--- config.mk ---
export PLATFORM = sky130hd
export DESIGN_NAME = can_vend_ctrl
export DESIGN_NICKNAME = d
export VERILOG_FILES = /design/src/rtl/can_vend_ctrl.sv
export SDC_FILE = /design/constraint.sdc
export NUM_CORES = 1
export LEC_CHECK = 0
export CAP_MARGIN = 20
export CORE_MARGIN = 5
export CORE_UTILIZATION = 35
export DETAILED_ROUTE_END_ITERATION = 12
export GPL_TIMING_DRIVEN = 1
export PLACE_DENSITY = 0.72
export SLEW_MARGIN = 20
export SYNTH_ARGS = -nofsm -noshare
export SYNTH_HDL_FRONTEND = slang
export SYNTH_SLANG_ARGS = --single-unit
export TNS_END_PERCENT = 50
--- constraint.sdc ---
create_clock -name clk -period 7.6 [get_ports clk]
set_input_delay 0.76 -clock clk [delete_from_list [all_inputs] [get_ports clk]]
set_output_delay 0.76 -clock clk [all_outputs]
set_load 0.02 [all_outputs]
--- src/rtl/can_vend_ctrl.sv ---
// can_vend_ctrl: coin-accepting vending controller driving a can-stock counter
// through load/count/dispense. All outputs are registered.
// Optional feature macro: CAN_VEND_CHANGE_EN. When defined, refunds and
// overpayment are returned as change_nickel pulses. When undefined, there is
// no change state, refund is ignored, and any overpayment is forfeited at vend.
//
// state   | meaning
// IDLE    | accept coins, arbitrate restock / refund / vend
// VEND    | one dispense cycle, deduct price
// CHANGE  | one nickel returned per cycle until credit is zero
// RESTOCK | one load cycle presenting the latched count
module can_vend_ctrl #(
    parameter int PRICE      = 35,
    parameter int CREDIT_MAX = 95
) (
    input  logic       clk,
    input  logic       reset,
    input  logic       coin_valid,
    input  logic [1:0] coin_val,
    input  logic       refund,
    input  logic       restock,
    input  logic [7:0] restock_count,
    input  logic       stock_out,
    output logic       load,
    output logic [7:0] count,
    output logic       dispense,
    output logic       coin_reject,
    output logic       change_nickel,
    output logic [7:0] credit,
    output logic       busy
);

    localparam logic [8:0] PRICE_W      = 9'(PRICE);
    localparam logic [8:0] CREDIT_MAX_W = 9'(CREDIT_MAX);
    localparam logic [7:0] PRICE_B      = 8'(PRICE);

    typedef enum logic [1:0] {IDLE, VEND, CHANGE, RESTOCK} state_t;

    state_t     state;
    logic [8:0] coin_amount;
    logic       coin_fits;
    logic       credit_ge_price;

`ifdef CAN_VEND_CHANGE_EN
    localparam logic [7:0] NICKEL = 8'd5;
    logic [7:0] remainder;
    assign remainder = credit - PRICE_B;
`else
    logic [7:0] unused_price_b;
    logic       unused_refund;
    assign unused_price_b = PRICE_B;
    assign unused_refund  = refund;
`endif

    // Decode the coin code and decide whether it would fit under the credit cap.
    always_comb begin
        coin_amount = 9'd0;
        case (coin_val)
            2'd0:    coin_amount = 9'd5;
            2'd1:    coin_amount = 9'd10;
            2'd2:    coin_amount = 9'd25;
            default: coin_amount = 9'd0;
        endcase
        coin_fits       = (coin_val != 2'd3) && (({1'b0, credit} + coin_amount) <= CREDIT_MAX_W);
        credit_ge_price = ({1'b0, credit} >= PRICE_W);
    end

    // Controller FSM with all outputs registered alongside the state.
    always_ff @(posedge clk) begin
        if (reset) begin
            state         <= IDLE;
            credit        <= '0;
            count         <= '0;
            load          <= 1'b0;
            dispense      <= 1'b0;
            coin_reject   <= 1'b0;
            change_nickel <= 1'b0;
            busy          <= 1'b0;
        end else begin
            coin_reject <= 1'b0;
            unique case (state)
                IDLE: begin
                    if (restock) begin
                        state       <= RESTOCK;
                        count       <= restock_count;
                        load        <= 1'b1;
                        busy        <= 1'b1;
                        coin_reject <= coin_valid;
                    end
`ifdef CAN_VEND_CHANGE_EN
                    else if (refund && credit != 8'd0) begin
                        state         <= CHANGE;
                        change_nickel <= 1'b1;
                        busy          <= 1'b1;
                        coin_reject   <= coin_valid;
                    end
`endif
                    else if (credit_ge_price && !stock_out) begin
                        state       <= VEND;
                        dispense    <= 1'b1;
                        busy        <= 1'b1;
                        coin_reject <= coin_valid;
                    end else if (coin_valid) begin
                        if (coin_fits) credit <= credit + coin_amount[7:0];
                        else           coin_reject <= 1'b1;
                    end
                end
                VEND: begin
                    dispense    <= 1'b0;
                    coin_reject <= coin_valid;
`ifdef CAN_VEND_CHANGE_EN
                    credit <= remainder;
                    if (remainder != 8'd0) begin
                        state         <= CHANGE;
                        change_nickel <= 1'b1;
                    end else begin
                        state <= IDLE;
                        busy  <= 1'b0;
                    end
`else
                    credit <= '0;
                    state  <= IDLE;
                    busy   <= 1'b0;
`endif
                end
`ifdef CAN_VEND_CHANGE_EN
                CHANGE: begin
                    coin_reject <= coin_valid;
                    if (credit <= NICKEL) begin
                        credit        <= '0;
                        state         <= IDLE;
                        change_nickel <= 1'b0;
                        busy          <= 1'b0;
                    end else begin
                        credit <= credit - NICKEL;
                    end
                end
`endif
                RESTOCK: begin
                    load        <= 1'b0;
                    coin_reject <= coin_valid;
                    state       <= IDLE;
                    busy        <= 1'b0;
                end
                default: begin
                    state         <= IDLE;
                    load          <= 1'b0;
                    dispense      <= 1'b0;
                    change_nickel <= 1'b0;
                    busy          <= 1'b0;
                end
            endcase
        end
    end

endmodule

======== Word-level counts from Yosys, hierarchy flattened ========
Index checks and enable logic that the tools add are counted.
storage, ports and cells
  input port bits ......................... 16
  register bits ........................... 22
  logic and storage cells ................. 57
  output and inout bits ................... 21
operators by class
  mux-type cells .......................... 19
  bitwise gates (word level) .............. 3
  eq/ne operators ......................... 11
  reductions and logical operators ........ 13
  $add $sub $neg .......................... 2
  $lt $le $gt $ge ......................... 2
operator list
  kind                                                                number
  two-way mux 8 bit                                                   4
  one-hot mux 8 bit (2 select lines)                                  1
  one-hot mux 5 bit (3 select lines)                                  1
  != test 2 bit (second input constant)                               7
  adder 8 x 9 -> 9 bit                                                1
  <= comparator 9 x 7 -> 1 bit (second input constant)                1
  adder 8 bit                                                         1
  greater-or-equal comparator 8 x 6 -> 1 bit (second input constant)  1
  two-way mux 1 bit                                                   8
  one-hot mux 1 bit (2 select lines)                                  3
  AND reduction 5 bit                                                 1
  equality test 2 x 1 -> 1 bit (second input constant)                2
  equality test 2 bit (second input constant)                         2
  logical NOT 2 bit                                                   2
  two-way mux 2 bit                                                   2
  AND reduction 2 bit                                                 2
  nonzero test 2 bit                                                  2
  OR reduction 2 bit                                                  2
  NOT 1 bit                                                           3
  AND reduction 3 bit                                                 1
  logical AND 1 bit                                                   2
  logical NOT 1 bit                                                   1

======== Logic depth before layout (Yosys ltp) ========
Gate-level depths: netlist of the first run.
  depth after elaboration ................. 10
  depth in mapped cells ................... 10
  mapped depth without buffers ............ 10

======== Least setup slack after synthesis of the first run ========
Ideal clock, no wire load.
  path kind ............................... input-to-reg
  start point ............................. input port coin_val[0]
  end point ............................... register credit[4]
  required time ........................... 7530 ps
  stages on the path ...................... 9
  setup time .............................. 70 ps
  arrival time ............................ 2880 ps
  slack ................................... 4651 ps
  path buffers ............................ 0
  cells stage by stage .................... inv_1 > ha_1 > ha_1 > and3_1 > a22o_2 > a311oi_2 > o21ai_1 > or4_1 > a21oi_1
on the way
  word-level cells in the longest chain between the ends .. 8
  elaborated cells between the ends (all ways) .. 16
  classes of those cells .................. add/sub: 2; order compare: 1; eq/ne: 4; mux: 6; reduce/logical: 3
ends and longest elaborated chain
  item                                                                          RTL line  RTL
  start: declaration                                                            19        input logic [1:0] coin_val,
  parallel branches: the longest is 8 deep, another holds adder 8 x 9 -> 9 bit  --
  end signal: assignment                                                        104       if (coin_fits) credit <= credit + coin_amount[7:0];
  end: declaration                                                              29        output logic [7:0] credit,
Parallel ways; which one is timed is not known. The select of a mux whose other input is x is not followed.
A chain may end at the register's enable or synchronous reset.

======== Worst setup path in the final report of the first run ========
  start point ............................. input port coin_val[0]
  end point ............................... register credit[5]
The elaborated chain is that of the path after synthesis.

==> results of run 1 <==
-- power by group through the flow --
stage	Clock (uW)	Sequential, uW	Combinational (uW)
after global routing	63.5	120	58.3
final	53.4	119	52.7
after CTS	55.9	119	53.1
after detailed placement	0	121	52.9
after floorplan	0	127	24.3
after global placement	0	121	51.9
-- metrics by stage --
stage / cell area (sq um) / cells / total power [uW]
finish: 1590 / 221 / 225
global placement: 1560 / 217 / 173
CTS: 1590 / 221 / 228
detailed placement: 1560 / 217 / 174
global route: 1590 / 221 / 242
floorplan: 1190 / 143 / 151
-- final cells by class --
cell class                      instances  area share, %
Timing Repair Buffer                   34           21.5
Multi-Input combinational cell        106           44.4
Sequential cell                        21           26.5
Clock buffer                            4           1.66
Tap cell                               46           3.63
Inverter                               10           2.37
-- cell usage in the layout, fill, tap and decap left out, drive strengths merged, types with 2 or more instances in the layout --
master         netlist  final
a21o                 5      5
a21oi               18     18
and2                 5      5
clkbuf               4      4
clkdlybuf4s50        0     34
dfxtp               21     21
ha                   9      9
inv                 10     10
nand2               21     21
nand3                2      2
nor2                 7      7
nor2b                2      2
nor3                 3      3
o211a                3      3
o21a                 3      3
o21ai                5      5
o2bb2ai              2      2
-- worst max-delay path by stage --
| stage | cells after the start | end | startpoint | slack [ns] |
|---|---|---|---|---|
| finish | 10 | credit[5] | coin_val[0] | 4.11 |
| global route | 10 | credit[1] | coin_val[0] | 3.96 |
| CTS | 10 | credit[5] | coin_val[0] | 4.11 |
| detailed placement | 10 | credit[5] | coin_val[0] | 3.80 |
| global placement | 10 | credit[5] | coin_val[0] | 3.88 |
| floorplan | 9 | credit[4] | coin_val[0] | 4.65 |
-- cell families (layout without fill, tap and decap cells) --
group | after synthesis | in the layout
buffers and inverters | 16 | 48
AND/OR/NAND/NOR | 45 | 45
flip-flops | 21 | 21
XOR/XNOR | 2 | 2
other | 1 | 1
AO/OA/AOI/OAI | 48 | 48
adder cells (fa/ha/maj) | 10 | 10
-- sequential cells by signal (all words and copies together), names as in the netlist --
signal and cells:
coin_reject 1, count 8, credit 8, dispense 1, load 1, state 2
-- per-layer routing --
metal,share of wire [%],GRT usage [%]
met5,0,0
met4,1.3,4.47
met3,11,5.42
met2,44,21.3
met1,44,16.1
-- worst min-delay path: stages, from the launching register on --
cell     delay [ns]
dfxtp_1        0.33
nand2_1        0.05
a21oi_1        0.05
==> flow_summary.ini, run 1 <==
[run_status]
status = finished clean

[setup_path]
worstPathRequired_ns = 7.85
start_kind = input pin
rrSetupSlack_ns = 4.96
critical_path.top_delay_family = compound AO/OA/AOI/OAI gates
end_kind = flip-flop
slowest_stage = clkdlybuf4s50_1
worstPathMaxFanout = 7
cp_data_arrival_time_ns = 3.73
r2r_start = credit[0]
cpMostUsedCell = ha_1
worstRegToRegCells = 9
cp_cell_sequence = clkdlybuf4s50_1 -> inv_1 -> ha_1 -> ha_1 -> and3_1 -> a22o_2 -> or2_2 -> o21a_1 -> a21oi_1 -> a21o_2
worst_path_largest_cell_delay_ns = 0.51
reg2reg_to = credit[5]
cp.buffers_inverters = 2
path_class = input pin to flip-flop

[min_path]
hold_class = flip-flop to flip-flop
holdPathStages = 2
hold_end = count[7]
min_from = count[7]

[finish]
antenna_cells = 0
syn2layout_area_growth_pct = 32.9
drive_above_1_share_pct = 5.14
fillers = 338
multi_input_area_sq_um = 704
nNetsFinal = 202
fin_util_pct = 47.9
register_area_sq_um = 420

[power_and_ir_drop]
p_seq_share_pct = 52.8
ir_drop_uv = 81.4
clkPwrFrac_pct = 23.7
internal_power_uw = 161
power.density_nw_per_um2 = 142
p_comb_share_pct = 23.4
power_leakage_uw = 0.000677
p_sw_share_pct = 28.5
p_sw_uw = 64.2

[synthesis]
yosys-top-cells-area = dfxtp_1, ha_1, a21oi_1, nand2_1, inv_1
yosysWarningCount = 0
synth_compound_area_share_pct = 28.4
synth_common_cells = dfxtp_1, nand2_1, a21oi_1
syn_inst = 143
synth_adder_area_share_pct = 11.1
synth_seq_cells = 21
synth_mux_area_share_pct = 0
syn_avg_cell_area_sq_um = 8.35
synth_area_sq_um = 1190
synth_top_cell_area_share_pct = 35.2
synth_top_family_by_area = compound AO/OA/AOI/OAI gates
async_flop_share_pct = 0
synth_most_common_cell = dfxtp_1
yosysTopAreaCell = dfxtp_1
synth_cell_types = 43
synth_xor_area_share_pct = 1.47
syn_nets = 169
yosys.area_share.simple_pct = 17.7
synthFlopType = dfxtp_1
yosysSeqAreaShare_pct = 35.2
synth-edff-count = 0

[floorplan]
core_area_sq_um = 3310
die_x_microns = 68.4
num_io_pins = 37
dieArea_sq_um = 4680
die_h_microns = 68.4
rows = 21
start_util_pct = 36.1

[clock_tree]
cts-resized-gates = 0
clock_sinks = 21
cts_buffers = 3
cts_tree = built
clkLatencyLatePin_ns = 0.30
h-tree-depth = 1
postCtsHoldBufs = 0
cts_setup_buffers = 0
cts_root_buffer = clkbuf_4
clk_pin_slew_ns = 0.11
cts.path.max_buffers = 2

[route]
routed_wl_mm = 2.82
num_vias = 1127
firstDrtPassIters = 4
drc = 0
wl_per_cell_microns = 12.8
initialDrtViolationCount = 52
viasPerCell = 5.10
drt.antenna.violating_nets = 0

[sta]
fin_crit_sh_pct = 45.9
hold_slack_ns = 0.462
hold_viol = 0
finalSetupViolCount = 0
fin_worst_skew_ns = 0.00860
finalMaxSlewViolations = 0
worst_slew_pin_slew_ns = 0.565
fin_setup_tns_ns = 0
fmax_mhz = 287
layout_setup_ws_ns = 4.11
period_needed_ns = 3.49
grt_setup_unrepaired = no
relSlewSlack_pct = 62.1

[flow_run]
maxCapViolations = 0

[grt]
grt_pass1_wl_mm = 4.77
grt_overflow = 0
grt_max_degree = 14
grt_usage_pct = 13.3
grt_pass1_vias = 1114
antenna_found_initial = 0

[placement]
gp_congestion = 0.845
port-buffer-count = 34
post-dp-hpwl_mm = 2.30
place_ws_ns = 3.80
(Power assumes the default switching activity.)
==> run 2, diff against run 1 <==
==> constraint.sdc (replaced) <==
create_clock -name clk -period 3.3 [get_ports clk]
set_input_delay 0.33 -clock clk [delete_from_list [all_inputs] [get_ports clk]]
set_output_delay 0.33 -clock clk [all_outputs]
set_load 0.02 [all_outputs]
==> flow_summary.ini, run 2 (synthesized netlist as in run 1, its figures left out) <==
[min_path]
min_from = count[7]
holdPathStages = 2
hold_class = flip-flop to flip-flop
hold_end = count[7]

[grt]
grt_usage_pct = 14.1
grt_pass1_wl_mm = 4.97
antenna_found_initial = 0
grt_overflow = 0
grt_pass1_vias = 1160
grt_max_degree = 14

[route]
drc = 0
drt.antenna.violating_nets = 0
wl_per_cell_microns = 13.1
firstDrtPassIters = 5
initialDrtViolationCount = 71
routed_wl_mm = 2.93
viasPerCell = 5.06
num_vias = 1133

[sta]
finalSetupViolCount = 0
fin_worst_skew_ns = 0.00117
relSlewSlack_pct = 64.1
period_needed_ns = 2.90
finalMaxSlewViolations = 0
fin_setup_tns_ns = 0
fin_crit_sh_pct = 87.8
worst_slew_pin_slew_ns = 0.536
hold_viol = 0
grt_setup_unrepaired = no
fmax_mhz = 345
layout_setup_ws_ns = 0.403

[setup_path]
slowest_stage = or4_1
path_class = input pin to flip-flop
worst_path_largest_cell_delay_ns = 0.52
worstRegToRegCells = 9
reg2reg_to = credit[4]
cpMostUsedCell = ha_1
start_kind = input pin
worstPathRequired_ns = 3.54
cp_data_arrival_time_ns = 3.14
end_kind = flip-flop
cp_cell_sequence = clkdlybuf4s50_1 -> inv_1 -> ha_1 -> ha_1 -> and3_1 -> a22o_2 -> a311oi_2 -> o21ai_1 -> or4_1 -> a21oi_1
worstPathMaxFanout = 3
r2r_start = credit[0]
rrSetupSlack_ns = 0.74

[clock_tree]
cts_setup_buffers = 0
clkLatencyLatePin_ns = 0.30
clock_sinks = 21
clk_pin_slew_ns = 0.12
cts_buffers = 3
h-tree-depth = 1
postCtsHoldBufs = 0
cts-resized-gates = 0
cts.path.max_buffers = 2
cts_tree = built
cts_root_buffer = clkbuf_4

[run_status]
status = finished clean

[placement]
placed_area_sq_um = 1580
gp_congestion = 0.743
port-buffer-count = 34
post-dp-hpwl_mm = 2.33
place_ws_ns = 0.100

[floorplan]
num_io_pins = 37
dieArea_sq_um = 4680
die_x_microns = 68.4
start_util_pct = 36.1
die_h_microns = 68.4
rows = 21
core_area_sq_um = 3310

[finish]
antenna_cells = 0
layout_commonest_cell = clkdlybuf4s50_1
reg_top3 = count: 8 flops, credit: 8 flops, state: 2 flops
final_cell_mix = clkdlybuf4s50_1, dfxtp_1, nand2_1
stdcell_area_sq_um = 1610
nNetsFinal = 205
syn2layout_area_growth_pct = 34.8
drive_above_1_share_pct = 6.74

[flow_run]
maxCapViolations = 0

[power_and_ir_drop]
ir_drop_uv = 219
power_leakage_uw = 0.000691
power.density_nw_per_um2 = 327
[run 2: cell count changes in the layout (fill, tap and decap cells not counted), sizes merged]
cell and delta:
buf +3
[run 2: worst max-delay path by stage]
stage,from,to,slack [ns],depth (start not counted)
final,coin_val[0],credit[4],0.40,10
after global routing,coin_val[0],credit[4],0.30,10
after CTS,coin_val[0],credit[4],0.42,10
after detailed placement,coin_val[0],credit[4],0.10,10
after global placement,coin_val[0],credit[4],0.19,10
after floorplan,coin_val[0],credit[4],0.78,9
[run 2: report_power, final]
part,switching [uW],total (uW),leakage (uW),internal [uW]
Combinational,65.3,128,0.000504,62.4
Sequential,8.77,274,0.000172,265
Clock,77.0,124,0.0000150,47.1
[run 2: layer usage]
layer  GRT usage, %  wire length [microns]  vias up
met5              0                      0        -
li1               -                      -      574
met2           24.3                   1350       36
met3           4.60                    268        4
met1           15.5                   1270      519
met4           6.20                     37        0
[run 2: area by class of cell]
class | instances | area, sq um
tap | 46 | 57.6
multi-input combinational | 106 | 704
timing repair buffer | 37 | 363
fill | 341 | 1700
sequential | 21 | 420
clock buffer | 4 | 26.3
inverter | 10 | 37.5
[run 2: through the flow]
| step | std cells | power [uW] | util, % | hold slack (ns) |
|---|---|---|---|---|
| floorplan | 143 | 348 | - | 0.452 |
| global placement | 220 | 404 | 47.8 | 0.441 |
| detailed placement | 220 | 407 | 47.8 | 0.451 |
| CTS | 224 | 535 | 48.6 | 0.473 |
| global route | 224 | 560 | 48.6 | 0.492 |
| finish | 224 | 526 | 48.6 | 0.465 |
[run 2: critical path, delay by kind of cell]
| kind | cells | cell delay (ns) |
|---|---|---|
| simple gates | 2 | 0.69 |
| buf+inv | 2 | 0.61 |
| fa+ha+maj | 2 | 0.64 |
| compound gates | 4 | 0.87 |
==> run 3, diff against run 2 <==
--- a/config.mk
+++ b/config.mk
@@ -6,11 +6,13 @@
 export NUM_CORES = 1
 export LEC_CHECK = 0
 export CAP_MARGIN = 20
+export CORE_ASPECT_RATIO = 0.9
 export CORE_MARGIN = 5
 export CORE_UTILIZATION = 35
 export DETAILED_ROUTE_END_ITERATION = 12
 export GPL_TIMING_DRIVEN = 1
 export PLACE_DENSITY = 0.72
+export SETUP_SLACK_MARGIN = 0.1
 export SLEW_MARGIN = 20
 export SYNTH_ARGS = -nofsm -noshare
 export SYNTH_HDL_FRONTEND = slang
==> constraint.sdc (replaced) <==
create_clock -name clk -period 3.15 [get_ports clk]
set_input_delay 0.315 -clock clk [delete_from_list [all_inputs] [get_ports clk]]
set_output_delay 0.315 -clock clk [all_outputs]
set_load 0.02 [all_outputs]
==> flow_summary.ini, run 3 (synthesized netlist as in run 1, its figures left out) <==
[flow_run]
maxCapViolations = 0

[floorplan]
rows = 20
start_util_pct = 35.9
num_io_pins = 37
die_h_microns = 65.4
core_area_sq_um = 3330
dieArea_sq_um = 4680
die_x_microns = 71.6

[sta]
layout_setup_ws_ns = 0.235
finalMaxSlewViolations = 0
period_needed_ns = 2.91
relSlewSlack_pct = 64.4
worst_slew_pin_slew_ns = 0.531
grt_setup_unrepaired = no
hold_viol = 0
finalSetupViolCount = 0
fmax_mhz = 343
fin_crit_sh_pct = 92.5
fin_worst_skew_ns = 0.00185

[power_and_ir_drop]
power.density_nw_per_um2 = 364
clkPwrFrac_pct = 28.9
p_comb_share_pct = 22.6
p_sw_share_pct = 26.9
p_sw_uw = 159
finalPower_uw = 592
ir_drop_uv = 205
internal_power_uw = 433
p_seq_share_pct = 48.5
power_leakage_uw = 0.000699

[placement]
port-buffer-count = 34
post-dp-hpwl_mm = 2.35
gp_congestion = 0.795
place_ws_ns = -0.00597

[grt]
grt_usage_pct = 13.4
grt_pass1_vias = 1093
grt_pass1_wl_mm = 5.04
grt_overflow = 0
antenna_found_initial = 0
grt_max_degree = 14

[min_path]
min_from = count[0]
hold_class = flip-flop to flip-flop
holdPathStages = 2
hold_end = count[0]

[finish]
layout_commonest_cell = clkdlybuf4s50_1
reg_top3 = count: 8 flops, credit: 8 flops, state: 2 flops
syn2layout_area_growth_pct = 36.2
drive_above_1_share_pct = 6.74
fin_util_pct = 48.8
nNetsFinal = 205
final_cell_mix = clkdlybuf4s50_1, dfxtp_1, nand2_1
antenna_cells = 0

[setup_path]
worstRegToRegCells = 9
path_class = input pin to flip-flop
reg2reg_to = credit[4]
r2r_start = credit[0]
worstPathMaxFanout = 3
worstPathRequired_ns = 3.34
cp_data_arrival_time_ns = 3.10
start_kind = input pin
end_kind = flip-flop
rrSetupSlack_ns = 0.57

[clock_tree]
clk_pin_slew_ns = 0.07
cts.path.max_buffers = 2
cts_root_buffer = clkbuf_8
h-tree-depth = 1
cts-resized-gates = 0
cts_tree = built
postCtsHoldBufs = 0
clock_sinks = 21
clkLatencyLatePin_ns = 0.26
cts_buffers = 3
cts_setup_buffers = 0

[route]
num_vias = 1157
viasPerCell = 5.21
wl_per_cell_microns = 13.4
drc = 0
firstDrtPassIters = 4
initialDrtViolationCount = 56
drt.antenna.violating_nets = 0
routed_wl_mm = 2.99

[run_status]
status = finished clean
run 3: worst max path at each step:
stage,startpoint,cells after the start,end
CTS,coin_val[0],10,credit[4]
global route,coin_val[0],10,credit[4]
finish,coin_val[0],10,credit[4]
detailed placement,coin_val[0],10,credit[4]
global placement,coin_val[0],10,credit[4]
floorplan,coin_val[0],9,credit[4]
run 3: power by group through the flow:
stage | Combinational, uW | Sequential (uW) | Clock (uW)
after detailed placement | 133 | 294 | 0
final | 134 | 288 | 171
after floorplan | 58.6 | 306 | 0
after global placement | 129 | 293 | 0
after global routing | 145 | 289 | 187
after CTS | 134 | 287 | 178
run 3: worst max-delay path, stage by stage:
cell,delay [ns]
clkdlybuf4s50_1,0.51
inv_1,0.10
ha_1,0.31
ha_1,0.31
and3_1,0.18
a22o_2,0.28
a311oi_2,0.29
o21ai_1,0.14
or4_1,0.51
a21oi_1,0.15
run 3: per-stage QoR:
stage           TNS, ns  instance area [sq um]  std cells  hold WS, ns
6_report              0                   1630        222        0.458
5_1_grt               0                   1630        222        0.478
4_1_cts               0                   1630        222        0.461
3_5_place_dp   -0.00597                   1580        218        0.450
3_3_place_gp          0                   1580        218        0.442
2_1_floorplan         0                   1190        143        0.437
run 3: layer usage:
| metal | vias to the layer above | GRT usage (%) | part of all wire (%) |
|---|---|---|---|
| met1 | 554 | 16.2 | 46 |
| met3 | 6 | 3.06 | 3.4 |
| li1 | 578 | - | - |
| met2 | 19 | 23.5 | 49 |
| met5 | - | 0 | 0 |
| met4 | 0 | 3.99 | 1.6 |
run 3: cell type report:
cell class	instances	area, sq um
multi-input combinational	106	704
clock buffer	4	45.0
timing repair buffer	37	363
tap	44	55.1
fill	313	1700
inverter	10	37.5
sequential	21	420
